==> src/rtl/clock_time_scanner.sv <==
// MM:SS BCD clock with a 4-digit multiplexed 7-segment scanner.
// Latency: time updates 1 clk after a divided_clk rise; an/seg/dp are registered (1 clk behind index/time).
// No backpressure: slow inputs are edge-detected on clk and acted on immediately.
module clock_time_scanner #(
  parameter int COMMON_ANODE = 1,
  parameter int BLANK_LZ     = 1
) (
  input  logic        clk,
  input  logic        rst,
  input  logic        divided_clk,
  input  logic        digit_clk,
  input  logic        run,
  input  logic        min_inc,
  output logic [15:0] mm_ss,
  output logic        hour_tick,
  output logic [3:0]  an,
  output logic [6:0]  seg,
  output logic        dp
);

  // Display registers hold active-low values; a constant mask flips them for common-cathode parts.
  localparam logic POL_INV = (COMMON_ANODE == 0);

  logic       prev_div_q, prev_dig_q;
  logic [3:0] sec_ones_q, sec_tens_q, min_ones_q, min_tens_q;
  logic [3:0] sec_ones_d, sec_tens_d, min_ones_d, min_tens_d;
  logic       hour_tick_q, hour_tick_d;
  logic [1:0] idx_q, idx_d;
  logic [3:0] an_q, an_d;
  logic [6:0] seg_q, seg_d;
  logic       dp_q, dp_d;

  logic       sec_edge, dig_edge, sec_carry;
  logic [1:0] min_add;
  logic [8:0] min_p1, min_p2;
  logic [3:0] digit_sel;

  // Adds one minute to {tens, ones}; bit 8 flags the 59 -> 00 wrap.
  function automatic logic [8:0] min_plus1(input logic [7:0] m);
    logic [3:0] t, o;
    logic       w;
    t = m[7:4];
    o = m[3:0];
    w = 1'b0;
    if (o >= 4'd9) begin
      o = 4'd0;
      if (t >= 4'd5) begin
        t = 4'd0;
        w = 1'b1;
      end else begin
        t = t + 4'd1;
      end
    end else begin
      o = o + 4'd1;
    end
    return {w, t, o};
  endfunction

  // Active-low segment pattern {g,f,e,d,c,b,a}; anything outside 0-9 goes dark.
  function automatic logic [6:0] seg_enc(input logic [3:0] v);
    case (v)
      4'd0:    return 7'h40;
      4'd1:    return 7'h79;
      4'd2:    return 7'h24;
      4'd3:    return 7'h30;
      4'd4:    return 7'h19;
      4'd5:    return 7'h12;
      4'd6:    return 7'h02;
      4'd7:    return 7'h78;
      4'd8:    return 7'h00;
      4'd9:    return 7'h10;
      default: return 7'h7F;
    endcase
  endfunction

  // Next-state for the time digits and hour tick; a seconds carry and min_inc may both add a minute.
  always_comb begin
    sec_edge    = divided_clk & ~prev_div_q;
    sec_ones_d  = sec_ones_q;
    sec_tens_d  = sec_tens_q;
    min_ones_d  = min_ones_q;
    min_tens_d  = min_tens_q;
    hour_tick_d = 1'b0;
    sec_carry   = 1'b0;

    if (sec_edge && run) begin
      if (sec_ones_q >= 4'd9) begin
        sec_ones_d = 4'd0;
        if (sec_tens_q >= 4'd5) begin
          sec_tens_d = 4'd0;
          sec_carry  = 1'b1;
        end else begin
          sec_tens_d = sec_tens_q + 4'd1;
        end
      end else begin
        sec_ones_d = sec_ones_q + 4'd1;
      end
    end

    min_add = {1'b0, min_inc} + {1'b0, sec_carry};
    min_p1  = min_plus1({min_tens_q, min_ones_q});
    min_p2  = min_plus1(min_p1[7:0]);

    case (min_add)
      2'd1: begin
        {min_tens_d, min_ones_d} = min_p1[7:0];
        hour_tick_d              = min_p1[8];
      end
      2'd2: begin
        {min_tens_d, min_ones_d} = min_p2[7:0];
        hour_tick_d              = min_p1[8] | min_p2[8];
      end
      default: ;
    endcase
  end

  // Next-state for the scan index and the registered digit drive.
  always_comb begin
    dig_edge = digit_clk & ~prev_dig_q;
    idx_d    = dig_edge ? idx_q + 2'd1 : idx_q;

    case (idx_q)
      2'd0:    begin digit_sel = sec_ones_q; an_d = 4'b1110; end
      2'd1:    begin digit_sel = sec_tens_q; an_d = 4'b1101; end
      2'd2:    begin digit_sel = min_ones_q; an_d = 4'b1011; end
      default: begin digit_sel = min_tens_q; an_d = 4'b0111; end
    endcase

    if ((BLANK_LZ != 0) && (idx_q == 2'd3) && (min_tens_q == 4'd0)) begin
      seg_d = 7'h7F;
    end else begin
      seg_d = seg_enc(digit_sel);
    end

    // Colon blinks with the seconds square wave, shown only on the min_ones digit.
    dp_d = ~((idx_q == 2'd2) && divided_clk);
  end

  // State update; reset wins over every event and primes the edge detectors with live input levels.
  always_ff @(posedge clk) begin
    if (rst) begin
      prev_div_q  <= divided_clk;
      prev_dig_q  <= digit_clk;
      sec_ones_q  <= 4'd0;
      sec_tens_q  <= 4'd0;
      min_ones_q  <= 4'd0;
      min_tens_q  <= 4'd0;
      hour_tick_q <= 1'b0;
      idx_q       <= 2'd0;
      an_q        <= 4'b1111;
      seg_q       <= 7'h7F;
      dp_q        <= 1'b1;
    end else begin
      prev_div_q  <= divided_clk;
      prev_dig_q  <= digit_clk;
      sec_ones_q  <= sec_ones_d;
      sec_tens_q  <= sec_tens_d;
      min_ones_q  <= min_ones_d;
      min_tens_q  <= min_tens_d;
      hour_tick_q <= hour_tick_d;
      idx_q       <= idx_d;
      an_q        <= an_d;
      seg_q       <= seg_d;
      dp_q        <= dp_d;
    end
  end

  assign mm_ss     = {min_tens_q, min_ones_q, sec_tens_q, sec_ones_q};
  assign hour_tick = hour_tick_q;
  assign an        = an_q  ^ {4{POL_INV}};
  assign seg       = seg_q ^ {7{POL_INV}};
  assign dp        = dp_q  ^ POL_INV;

endmodule

==> config.mk <==
export PLATFORM = sky130hd
export DESIGN_NAME = clock_time_scanner
export DESIGN_NICKNAME = d
export VERILOG_FILES = /design/src/rtl/clock_time_scanner.sv
export SDC_FILE = /design/constraint.sdc
export NUM_CORES = 1
export LEC_CHECK = 0
export CAP_MARGIN = 30
export CORE_MARGIN = 1
export CORE_UTILIZATION = 40
export DETAILED_ROUTE_END_ITERATION = 7
export HOLD_SLACK_MARGIN = 0.1
export PLACE_DENSITY = 0.64
export SLEW_MARGIN = 20
export SYNTH_ARGS = -nofsm -noshare
export SYNTH_HDL_FRONTEND = slang
export SYNTH_SLANG_ARGS = --single-unit
==> constraint.sdc <==
create_clock -name clk -period 4 [get_ports clk]
set_clock_uncertainty 0.2 [all_clocks]
set_input_delay 0.6 -clock clk [delete_from_list [all_inputs] [get_ports clk]]
set_output_delay 0.6 -clock clk [all_outputs]
set_load 0.02 [all_outputs]
==> results.json <==
{
  "outcome": "finished clean",
  "rsz0062_at_grt": "false",
  "finalNonFillerCells": 356,
  "start_util_pct": 42.5,
  "intPower_mw": 0.541,
  "cp.arrival_ns": 3.26,
  "clockPowerShare_pct": 31.5,
  "cap_violations": 0,
  "dpl.cell_count": 348,
  "routed_via_density": 5.41,
  "slew_headroom_pct": 45.4,
  "drt_iter0_drc": 132,
  "sw_frac_of_total_pct": 29.7,
  "ant_nets": 0,
  "ys_types": 53,
  "num_io_pins": 35,
  "grt_pass1_vias": 1768,
  "worstPathCellList": "inv_1 > ha_1 > or3b_4 > nand2_1 > mux2_2 > inv_1 > ha_1 > inv_1 > a211oi_1 > or3b_2 > o21ai_0",
  "die_y_um": 76.6,
  "synth_edf_count": 0,
  "syn_avg_cell_area_um2": 8.72,
  "p_leak_nw": 1.06,
  "rows": 26,
  "core_area_um2": 5240,
  "synth-seq-cells": 33,
  "worst_slew_pin_slew_ns": 0.796,
  "drtPass1Iterations": 8,
  "dp_hpwl_mm": 3.72,
  "ys.flop_type": "dfxtp_1",
  "ir_worst_vdd_mv": 0.188,
  "pwr-share-comb_pct": 21.6,
  "drt-wirelength-per-cell_um": 14.0,
  "globalplace.congestion": 0.828,
  "nets": 320,
  "grt_use_total_pct": 17.9,
  "fp.dieW_um": 76.6,
  "dieArea_um2": 5860,
  "area_growth_pct": 20.7,
  "end_kind": "flip-flop",
  "period_share_pct": 81.4,
  "cts.sinks": 33,
  "power_density_nw_per_um2": 287,
  "drc": 0,
  "yosysWarnings": 0,
  "final_common_cell": "clkdlybuf4s50_1",
  "synth_async_sr_flop_share_pct": 0,
  "fill_cells": 506,
  "p_sw_mw": 0.228,
  "ys_seq_area_share_pct": 29.7,
  "netlist_area_um2": 2220,
  "period_minus_slack_ns": 3.26,
  "finalHoldViolCount": 0,
  "cts-root-buf": "clkbuf_8",
  "htreeDepth": 2,
  "path_max_fanout": 9,
  "crit_required_ns": 4.01,
  "path_common_cell": "inv_1",
  "tns_ns": 0,
  "cts_tree": "built",
  "clock_latency_ns": 0.28,
  "n_antenna_cell": 0,
  "grt_max_degree": 17,
  "clock.fmax_mhz": 307,
  "postSynthCellCount": 255,
  "cp_slowest_cell": "dfxtp_1",
  "hp-class": "flip-flop to flip-flop",
  "grt_remaining_overflow": 0,
  "slew_violations": 0,
  "grt_pass1_wl_mm": 8.44,
  "crit_path_start_kind": "flip-flop",
  "worst_path_largest_cell_delay_ns": 0.50,
  "drive_above_1_share_pct": 7.69,
  "layout_common_cells": "34 x clkdlybuf4s50_1, 33 x dfxtp_1, 29 x ha_1",
  "routed_wl_mm": 4.97,
  "cts_resized": 0,
  "synth_fp_nets": 290,
  "power.total_mw": 0.769,
  "vias": 1926,
  "cts.path.max_buffers": 2,
  "cts_setup_buffers": 0,
  "antenna_found_initial": 0,
  "setup_viol": 0,
  "clkSlewWorstSetupHoldPaths_ns": 0.07,
  "port_buffers": 34,
  "hold_buffers": 0,
  "cts_buffers": 5,
  "critical_path_class": "flip-flop to flip-flop",
  "power_frac_seq_pct": 46.9
}
==> through the flow <==
stage	setup WS (ns)	utilization [%]	instance area (um^2)	hold slack, ns
6_report	0.743	51.2	2680	0.362
2_1_floorplan	0.986	-	2220	0.338
4_1_cts	0.755	51.2	2680	0.354
3_5_place_dp	0.573	49.6	2600	0.333
3_3_place_gp	0.688	49.6	2600	0.322
5_1_grt	0.529	51.2	2680	0.382
==> state kept, by name, summed over array words and instances (netlist names) <==
| signal | flops |
|---|---|
| hour_tick | 1 |
| min_ones_q | 4 |
| prev_dig_q | 1 |
| idx_q | 2 |
| an | 4 |
| dp | 1 |
| sec_ones_q | 4 |
| prev_div_q | 1 |
| min_tens_q | 4 |
| seg | 7 |
| sec_tens_q | 4 |
==> cell type report <==
cell class | instances | area, um^2 | share of cell area (%)
timing repair buffer | 36 | 355 | 13.2
clock buffer | 6 | 72.6 | 2.71
sequential | 33 | 661 | 24.6
clock inverter | 2 | 10.0 | 0.373
tap | 70 | 87.6 | 3.26
inverter | 25 | 93.8 | 3.50
multi-input combinational | 184 | 1400 | 52.3
==> kinds of logic after synthesis <==
logic type | Yosys count | share of synthesized area [%]
XOR/XNOR | 7 | 2.76
AND/OR/NAND/NOR | 79 | 20.3
AO/OA/AOI/OAI | 61 | 20.0
adder cells (fa/ha/maj) | 29 | 16.3
flip-flops | 33 | 29.7
multiplexers | 8 | 3.71
buffers and inverters | 38 | 7.20
==> worst max-delay path: cells and delay by family, from the launching register on <==
kind | cells | cell delay (ns)
and+or+nand+nor | 3 | 0.99
muxes | 1 | 0.40
DFF | 1 | 0.50
adders and majority gates | 2 | 0.39
AOI/OAI and AO/OA | 2 | 0.47
buffers and inverters | 3 | 0.23
==> routing by layer <==
layer	track usage (%)	routed length, um	up-vias
met2	29.7	2260	56
met3	3.59	218	4
met5	0	0	-
met1	23.6	2450	893
li1	-	-	973
met4	4.04	38	0
==> worst paths after layout <==
kind / startpoint / endpoint / slack, ns / cells past startpoint
worst min register to register: sec_tens_q[1] / sec_tens_q[1] / 0.36 / 2
worst max-delay path: min_ones_q[0] / min_tens_q[2] / 0.74 / 11
worst min-delay path: sec_tens_q[1] / sec_tens_q[1] / 0.36 / 2
worst max register to register: min_ones_q[0] / min_tens_q[2] / 0.74 / 11
==> synthesized netlist by cell type, drive strengths merged, types with 3 or more instances <==
library cell	count	area, um^2
nand2b	9	56.3
nor3	7	35.0
nor2	13	48.8
a31o	3	26.3
clkbuf	9	33.8
nand2	15	56.3
a21oi	20	100
nand3b	3	22.5
mux2i	6	60.1
inv	25	93.8
or3b	3	28.8
o21ai	9	45.0
a211oi	5	37.5
xnor2	4	35.0
and3	5	31.3
ha	29	363
nor2b	3	18.8
xor2	3	26.3
buf	4	32.5
a222oi	4	40.0
nand3	5	25.0
dfxtp	33	661
==> power by group through the flow <==
stage / Combinational [mW] / Clock (mW) / Sequential (mW)
2_1_floorplan: 0.103 / 0 / 0.377
3_3_place_gp: 0.163 / 0 / 0.368
3_5_place_dp: 0.165 / 0 / 0.369
4_1_cts: 0.166 / 0.251 / 0.361
5_1_grt: 0.183 / 0.265 / 0.363
6_report: 0.166 / 0.242 / 0.361
No activity file was read; power rests on OpenSTA's default activity.
